===== src/rtl/sram_fifo_pkg.sv =====
// Shared parameters and helpers for the SRAM-backed FIFO controller.
//   DEPTH  : entries in the 1R1W memory macro (not necessarily a power of two)
//   WIDTH  : payload width, equal to the macro width
//   ADDR_W : memory address width
//   CNT_W  : width of the total occupancy count (memory + in-flight + buffer)
//   ptr_inc: pointer advance with explicit wrap at DEPTH-1
package sram_fifo_pkg;

  localparam int unsigned DEPTH  = 48;
  localparam int unsigned WIDTH  = 64;
  localparam int unsigned ADDR_W = $clog2(DEPTH);
  localparam int unsigned CNT_W  = $clog2(DEPTH + 3);

  // DEPTH is not a power of two, so the wrap is an explicit compare.
  function automatic logic [ADDR_W-1:0] ptr_inc(input logic [ADDR_W-1:0] ptr);
    if (ptr == ADDR_W'(DEPTH - 1)) begin
      return '0;
    end else begin
      return ptr + 1'b1;
    end
  endfunction

endpackage


===== src/rtl/sram_fifo_ctrl_if.sv =====
// Streaming interface of the SRAM FIFO controller.
//   in_valid/in_ready/in_data    : upstream valid/ready write channel
//   out_valid/out_ready/out_data : downstream valid/ready read channel
//   count                        : total entries held by the FIFO
// Modports: master = environment driving the FIFO, slave = the FIFO itself.
interface sram_fifo_ctrl_if;
  import sram_fifo_pkg::*;

  logic             in_valid;
  logic             in_ready;
  logic [WIDTH-1:0] in_data;
  logic             out_valid;
  logic             out_ready;
  logic [WIDTH-1:0] out_data;
  logic [CNT_W-1:0] count;

  modport master (
    output in_valid,
    output in_data,
    output out_ready,
    input  in_ready,
    input  out_valid,
    input  out_data,
    input  count
  );

  modport slave (
    input  in_valid,
    input  in_data,
    input  out_ready,
    output in_ready,
    output out_valid,
    output out_data,
    output count
  );

endinterface


===== src/rtl/sram_fifo_obuf.sv =====
// Two-entry output buffer that turns the memory's registered read into a stream.
// The head entry is held in a register so out_data never depends on the memory.
//   clk_i, rst_i  : clock, synchronous active-high reset
//   push_i        : write push_data_i at the tail
//   push_data_i   : tail write data
//   pop_i         : remove the head entry
//   head_o        : head entry (registered)
//   count_o       : entries held, 0..2
// The controller never pushes into a full buffer unless it pops in the same cycle.
module sram_fifo_obuf
  import sram_fifo_pkg::*;
(
  input  logic             clk_i,
  input  logic             rst_i,
  input  logic             push_i,
  input  logic [WIDTH-1:0] push_data_i,
  input  logic             pop_i,
  output logic [WIDTH-1:0] head_o,
  output logic [1:0]       count_o
);

  logic [WIDTH-1:0] head_q, head_d;
  logic [WIDTH-1:0] tail_q, tail_d;
  logic [1:0]       count_q, count_d;

  always_comb begin
    head_d  = head_q;
    tail_d  = tail_q;
    count_d = count_q;
    case (count_q)
      2'd0: begin
        if (push_i) begin
          head_d  = push_data_i;
          count_d = 2'd1;
        end
      end
      2'd1: begin
        case ({push_i, pop_i})
          2'b10: begin
            tail_d  = push_data_i;
            count_d = 2'd2;
          end
          2'b01: count_d = 2'd0;
          // Pop and push together: new entry becomes the head directly.
          2'b11: head_d = push_data_i;
          default: ;
        endcase
      end
      2'd2: begin
        if (pop_i) begin
          head_d = tail_q;
          if (push_i) begin
            tail_d = push_data_i;
          end else begin
            count_d = 2'd1;
          end
        end
      end
      default: count_d = 2'd0;
    endcase
  end

  always_ff @(posedge clk_i) begin
    if (rst_i) begin
      head_q  <= '0;
      tail_q  <= '0;
      count_q <= 2'd0;
    end else begin
      head_q  <= head_d;
      tail_q  <= tail_d;
      count_q <= count_d;
    end
  end

  assign head_o  = head_q;
  assign count_o = count_q;

endmodule


===== src/rtl/sram_fifo_ctrl.sv =====
// Valid/ready FIFO controller backed by a 1R1W SRAM macro (mem_1r1w, DEPTH x WIDTH).
// Writes go straight to the memory; reads are issued ahead into a two-entry output
// buffer so that the one-cycle registered read still streams one entry per cycle.
// Capacity is DEPTH + 2 entries.
//   clk_i          : single clock, also tied to the macro's R0/W0 clocks by the parent
//   rst_i          : synchronous active-high reset; discards all contents
//   bus            : streaming interface (slave side), see sram_fifo_ctrl_if
//   mem_w0_addr_o  : memory write address
//   mem_w0_en_o    : memory write enable
//   mem_w0_data_o  : memory write data
//   mem_r0_addr_o  : memory read address
//   mem_r0_en_o    : memory read enable
//   mem_r0_data_i  : memory read data, valid the cycle after mem_r0_en_o
// Optional feature: define SRAM_FIFO_FLOW_EN to let an input bypass the memory and land
// in the output buffer when nothing older is stored or in flight (latency 1 instead of 3).
module sram_fifo_ctrl
  import sram_fifo_pkg::*;
(
  input  logic              clk_i,
  input  logic              rst_i,
  sram_fifo_ctrl_if.slave   bus,
  output logic [ADDR_W-1:0] mem_w0_addr_o,
  output logic              mem_w0_en_o,
  output logic [WIDTH-1:0]  mem_w0_data_o,
  output logic [ADDR_W-1:0] mem_r0_addr_o,
  output logic              mem_r0_en_o,
  input  logic [WIDTH-1:0]  mem_r0_data_i
);

  logic [ADDR_W-1:0] wptr_q, wptr_d;
  logic [ADDR_W-1:0] rptr_q, rptr_d;
  logic [CNT_W-1:0]  mem_count_q, mem_count_d;
  logic              inflight_q, inflight_d;

  logic [1:0]        buf_count;
  logic [WIDTH-1:0]  buf_head;
  logic              buf_push;
  logic [WIDTH-1:0]  buf_push_data;

  logic              in_ready;
  logic              out_valid;
  logic              in_fire;
  logic              out_fire;
  logic [2:0]        occ;
  logic              room;
  logic              issue;
  logic              flow_ok;
  logic              flow;
  logic              mem_wr;

  // in_ready looks only at registered state, never at out_ready.
  assign in_ready  = (mem_count_q < CNT_W'(DEPTH));
  assign out_valid = (buf_count != 2'd0);
  assign in_fire   = bus.in_valid & in_ready;
  assign out_fire  = out_valid & bus.out_ready;

  // Buffer slots already claimed: held entries plus the read returning this cycle.
  assign occ  = {1'b0, buf_count} + {2'b00, inflight_q};
  assign room = (occ < 3'd2) || ((occ == 3'd2) && out_fire);

  // mem_count excludes this cycle's write, so a read never hits the write address.
  assign issue = (mem_count_q != '0) && room;

`ifdef SRAM_FIFO_FLOW_EN
  // Bypass only when nothing older sits in memory or in flight, preserving order.
  assign flow_ok = (mem_count_q == '0) && !inflight_q &&
                   ((buf_count == 2'd0) || ((buf_count == 2'd1) && out_fire));
`else
  assign flow_ok = 1'b0;
`endif

  assign flow   = in_fire & flow_ok;
  assign mem_wr = in_fire & ~flow;

  // Returning read data and bypass data are mutually exclusive (flow needs !inflight).
  assign buf_push      = inflight_q | flow;
  assign buf_push_data = inflight_q ? mem_r0_data_i : bus.in_data;

  always_comb begin
    wptr_d      = wptr_q;
    rptr_d      = rptr_q;
    inflight_d  = issue;
    mem_count_d = mem_count_q + CNT_W'(mem_wr) - CNT_W'(issue);
    if (mem_wr) begin
      wptr_d = ptr_inc(wptr_q);
    end
    if (issue) begin
      rptr_d = ptr_inc(rptr_q);
    end
  end

  always_ff @(posedge clk_i) begin
    if (rst_i) begin
      wptr_q      <= '0;
      rptr_q      <= '0;
      mem_count_q <= '0;
      inflight_q  <= 1'b0;
    end else begin
      wptr_q      <= wptr_d;
      rptr_q      <= rptr_d;
      mem_count_q <= mem_count_d;
      inflight_q  <= inflight_d;
    end
  end

  sram_fifo_obuf u_obuf (
    .clk_i       (clk_i),
    .rst_i       (rst_i),
    .push_i      (buf_push),
    .push_data_i (buf_push_data),
    .pop_i       (out_fire),
    .head_o      (buf_head),
    .count_o     (buf_count)
  );

  assign mem_w0_en_o   = mem_wr;
  assign mem_w0_addr_o = wptr_q;
  assign mem_w0_data_o = bus.in_data;
  assign mem_r0_en_o   = issue;
  assign mem_r0_addr_o = rptr_q;

  assign bus.in_ready  = in_ready;
  assign bus.out_valid = out_valid;
  assign bus.out_data  = buf_head;
  assign bus.count     = mem_count_q + CNT_W'(inflight_q) + CNT_W'(buf_count);

endmodule

===== src/flat_wrapper.sv =====
// flat-port wrapper written by rule: the top's interface ports become plain ports
module sram_fifo_ctrl_flat import sram_fifo_pkg::*;
  (clk_i, rst_i, mem_w0_addr_o, mem_w0_en_o, mem_w0_data_o, mem_r0_addr_o, mem_r0_en_o, mem_r0_data_i, bus_in_valid, bus_in_data, bus_out_ready, bus_in_ready, bus_out_valid, bus_out_data, bus_count);
  sram_fifo_ctrl_if bus_i ();
  input  logic clk_i;
  input  logic rst_i;
  output logic [ADDR_W-1:0] mem_w0_addr_o;
  output logic mem_w0_en_o;
  output logic [WIDTH-1:0] mem_w0_data_o;
  output logic [ADDR_W-1:0] mem_r0_addr_o;
  output logic mem_r0_en_o;
  input  logic [WIDTH-1:0] mem_r0_data_i;
  input wire logic [$bits(bus_i.in_valid)-1:0] bus_in_valid;
  input wire logic [$bits(bus_i.in_data)-1:0] bus_in_data;
  input wire logic [$bits(bus_i.out_ready)-1:0] bus_out_ready;
  output wire logic [$bits(bus_i.in_ready)-1:0] bus_in_ready;
  output wire logic [$bits(bus_i.out_valid)-1:0] bus_out_valid;
  output wire logic [$bits(bus_i.out_data)-1:0] bus_out_data;
  output wire logic [$bits(bus_i.count)-1:0] bus_count;
  assign bus_i.in_valid = bus_in_valid;
  assign bus_i.in_data = bus_in_data;
  assign bus_i.out_ready = bus_out_ready;
  assign bus_in_ready = bus_i.in_ready;
  assign bus_out_valid = bus_i.out_valid;
  assign bus_out_data = bus_i.out_data;
  assign bus_count = bus_i.count;
  sram_fifo_ctrl u_core (.clk_i(clk_i), .rst_i(rst_i), .bus(bus_i), .mem_w0_addr_o(mem_w0_addr_o), .mem_w0_en_o(mem_w0_en_o), .mem_w0_data_o(mem_w0_data_o), .mem_r0_addr_o(mem_r0_addr_o), .mem_r0_en_o(mem_r0_en_o), .mem_r0_data_i(mem_r0_data_i));
endmodule

===== config.mk =====
export PLATFORM = sky130hd
export DESIGN_NAME = sram_fifo_ctrl_flat
export DESIGN_NICKNAME = d
export VERILOG_FILES = /design/src/rtl/sram_fifo_pkg.sv /design/src/rtl/sram_fifo_ctrl_if.sv /design/src/rtl/sram_fifo_obuf.sv /design/src/rtl/sram_fifo_ctrl.sv /design/src/flat_wrapper.sv
export SDC_FILE = /design/constraint.sdc
export NUM_CORES = 1
export LEC_CHECK = 0
export ABC_AREA = 1
export BUFFER_PORTS_ARGS = -buffer_cell sky130_fd_sc_hd__buf_4
export CAP_MARGIN = 25
export CORE_AREA = 10 10 184 134
export CTS_CLUSTER_SIZE = 12
export DETAILED_ROUTE_END_ITERATION = 16
export DIE_AREA = 0 0 194 144
export GPL_ROUTABILITY_DRIVEN = 0
export MAX_ROUTING_LAYER = met4
export PLACE_DENSITY = 0.65
export SLEW_MARGIN = 10
export SYNTH_ARGS = -nofsm -noshare
export SYNTH_HDL_FRONTEND = slang
export SYNTH_SLANG_ARGS = --single-unit

===== constraint.sdc =====
create_clock -name clk_i -period 3.2 [get_ports clk_i]
set_input_delay 0 -clock clk_i [delete_from_list [all_inputs] [get_ports clk_i]]
set_output_delay 0 -clock clk_i [all_outputs]
set_load 0.01 [all_outputs]

==> metrics.txt <==
R2R Setup Slk=~0.25 ns; antenna-violating nets left=0; Post-CTS Setup Bufs=0; fmax=between 300 and 400 MHz; final count of negative-setup-slack endpoints=0; peak supply drop=566.7 uV; design area=11210 um2; Slowest cell on crit path=fa_1; Req. time, crit path=roughly 3.6 ns; delay of the slowest cell on the worst path=between 0.4 and 0.5 ns; placed cells=roughly 1.7k; DR DRC count=0; largest net degree at the start of global routing=130; number of standard cells in the final layout excluding fillers=1821; grt total ovfl=0; number of nets produced by synthesis=1453; post-layout net count=1681; top_reg_cell synth=dfxtp_1; count of input and output buffers=281; Cell Area, Synth=approximately 8300 um2; worst reg2reg path depth=19; footprint of the flip-flops and latches=between 2000 and 3000 um2; combined global-route utilization of all metal layers=0.1635; average instance area after synthesis=6.432 um2; final worst-path cycle share=0.9219; area of the die=~28000 um2; Hold Path Cell Cnt=5; initial antenna violation count=0; area of placed instances=just over 10000 um2; estimated wirelength of the detail-placed design=15.92 mm; unrepaired setup endpoints after global routing=no; max-slew violations=0; final worst hold slack=-0.001914 ns; Worst Tran Pin Value=slightly below 0.8 ns; buffer cell driving the clock tree root=clkbuf_16; first-pass iteration count of the detailed router=5; final wirelength=23.21 mm; synthesis warning total=0; Post-synth EDFFs=0; max_slew headroom=0.4857; setup clock skew after layout=0.01418 ns; count of vias placed by the detailed router=approximately 8.0k; setup TNS after final layout=0 ns; clock period minus final worst setup slack=just under 3 ns; Worst-path clk slew=approximately 0.06 ns; startpoint type of the worst setup path=flop; Synth cell types=29; number of filler instances in the final layout=slightly above 2k; area occupied by multi-input gates=4104 um2; ANT cells=0; layout cell share with drive strength beyond 1=0.2586; global-route wire length before repair=~37 mm; Async S/R FF share, synth=0; power density over the cells=a little under 900 nW/um2; die width=between 150 and 200 um; cell count after synthesis=approximately 1.3k; sink count of the clock tree=between 100 and 150; number of I/O pins=roughly 280; max-cap violations=0; Data arrival, critical path=between 3 and 4 ns; vias per cell=~4.4; CTS tree=built; leakage=around 5.4 nW; worst hold path class=in -> reg; critical path's most frequent cell=nand2_1; Core ar.=around 21000 um2; cells along the critical path=ha_1, inv_1, ha_1, nand2_1, nor2_1, nand2_1, nand2_1, nand2_1, inv_1, ha_1, inv_1, ha_1, inv_1, fa_1, nor2_1, o21ai_0, nand2_1, o21ai_0, a21oi_1; clk buf depth=2; portion of the post-synthesis area used by sequential elements=0.3573; vertical die dimension=roughly 140 um; Routed WL per cell=12.74 um; maximum level of the CTS H-tree=4; outcome=finished, violations left; vias in the first global route=about 7.3k; number of register bits inferred by synthesis=~150; maximum fanout count along the critical path=6; area growth from synthesis to layout=34.32%; Iteration-0 DRC Markers=351; clock latency on the worst-skew pair=0.43 ns; total CTS buffers=17; failing checks=negative hold slack; standard-cell row count=45; Initial Util=0.3923; classification of the worst setup path=reg -> reg; final count of hold timing violations=1; type of element capturing the critical path=flop
==> final timing paths <==
kind / startpoint / end
worst max-delay path: u_core.u_obuf.count_o[0] / u_core.mem_count_q[4]
worst max register to register: u_core.u_obuf.count_o[0] / u_core.mem_count_q[4]
worst min register to register: u_core.u_obuf.tail_q[19] / u_core.u_obuf.tail_q[19]
worst min-delay path: mem_r0_data_i[4] / u_core.u_obuf.tail_q[4]
==> critical path: cells and delay by family, from the launching register on <==
kind                       cells  cell delay (ns)
AOI/OAI and AO/OA              3             0.32
adders and majority gates      5             1.28
buffers and inverters          4             0.29
DFF                            1             0.40
and+or+nand+nor                7             0.62
==> cell usage in the layout (no fill, tap or decap) <==
| master | n |
|---|---|
| a21boi_4 | 1 |
| a21oi_1 | 15 |
| buf_12 | 4 |
| buf_4 | 285 |
| bufinv_16 | 2 |
| clkbuf_1 | 1 |
| clkbuf_16 | 17 |
| clkbuf_8 | 2 |
| clkinv_4 | 1 |
| clkinvlp_4 | 5 |
| dfxtp_1 | 146 |
| dfxtp_2 | 3 |
| dlygate4sd3_1 | 56 |
| fa_1 | 3 |
| ha_1 | 20 |
| inv_1 | 99 |
| inv_2 | 4 |
| inv_4 | 1 |
| inv_6 | 4 |
| nand2_1 | 357 |
| nand2_2 | 2 |
| nand2_4 | 1 |
| nand3_1 | 9 |
| nand3b_1 | 1 |
| nand4_1 | 4 |
| nor2_1 | 282 |
| nor2_4 | 1 |
| nor3_1 | 1 |
| o2111ai_1 | 1 |
| o211ai_1 | 1 |
| o21ai_0 | 105 |
| o21ai_1 | 31 |
| o21ai_2 | 1 |
| o21bai_1 | 1 |
| or2_2 | 64 |
| xor2_1 | 8 |
==> synthesized netlist by cell type (2+ instances only) <==
| cell | count | area, um2 |
|---|---|---|
| buf_6 | 8 | 90.09 |
| inv_1 | 100 | 375.4 |
| buf_2 | 9 | 45.04 |
| dfxtp_1 | 149 | 2983 |
| a21oi_1 | 15 | 75.07 |
| o21ai_0 | 105 | 525.5 |
| buf_1 | 3 | 11.26 |
| or2_2 | 64 | 400.4 |
| inv_2 | 4 | 15.01 |
| nand3_1 | 9 | 45.04 |
| nand2_1 | 358 | 1344 |
| fa_1 | 3 | 60.06 |
| nand4_1 | 4 | 25.02 |
| o21ai_1 | 31 | 155.2 |
| clkbuf_2 | 4 | 20.02 |
| nor2_1 | 282 | 1059 |
| clkbuf_1 | 32 | 120.1 |
| ha_1 | 20 | 250.2 |
| buf_4 | 80 | 600.6 |
| nand2_2 | 2 | 12.51 |
| xor2_1 | 8 | 70.07 |
==> where the power goes <==
group	switching, mW	internal [mW]	total, mW
combinational	2.98	2.02	5.00
sequential	0.356	2.53	2.88
clock	0.837	1.20	2.04
==> routing by layer <==
| layer | up-vias | global-route usage | wire length [um] |
|---|---|---|---|
| li1 | 4337 | - | - |
| met1 | 3492 | 0.2122 | 11390 |
| met2 | 203 | 0.2462 | 10280 |
| met3 | 17 | 0.04788 | 1343 |
| met4 | 0 | 0.03916 | 197 |
| met5 | - | - | 0 |
==> state kept, by name (all words and copies together), names as in the netlist <==
signal,flops
u_core.buf_push,1
u_core.u_obuf.head_o,64
u_core.mem_count_q,6
u_core.mem_w0_addr_o,6
u_core.u_obuf.count_o,2
u_core.u_obuf.tail_q,64
u_core.mem_r0_addr_o,6
==> cells by family after synthesis <==
kind of cell / count (synthesis) / share of synthesized area
flops: 149 / 0.3573
buf+inv: 240 / 0.1530
simple gates: 722 / 0.3484
compound gates: 156 / 0.09576
fa+ha+maj: 23 / 0.03716
xor+xnor: 8 / 0.008392
==> metrics by stage <==
stage                     utilization  setup WS, ns  power [mW]
after floorplan                     -        0.2796       6.464
after global placement         0.4724        0.3024       7.825
after detailed placement       0.4724        0.1810       7.902
after CTS                      0.5268        0.1702       10.06
after global routing           0.5269       0.01261       10.88
final                          0.5269        0.2500       9.916
==> what timing repair did <==
item                                    4_1_cts  5_1_grt
gates resized for setup                       0        2
endpoints found under the hold margin        60        0
hold buffers                                 56        0
endpoints found under the setup margin        0        1
==> layout make-up <==
class | instances | area share
inverters | 104 | 0.03503
clock buffers | 20 | 0.04072
flip-flops and latches | 149 | 0.2663
multi-input cells | 909 | 0.3659
repair buffers | 345 | 0.2479
clock inverters | 12 | 0.01261
well taps | 282 | 0.03146
(Power assumes the default switching activity.)
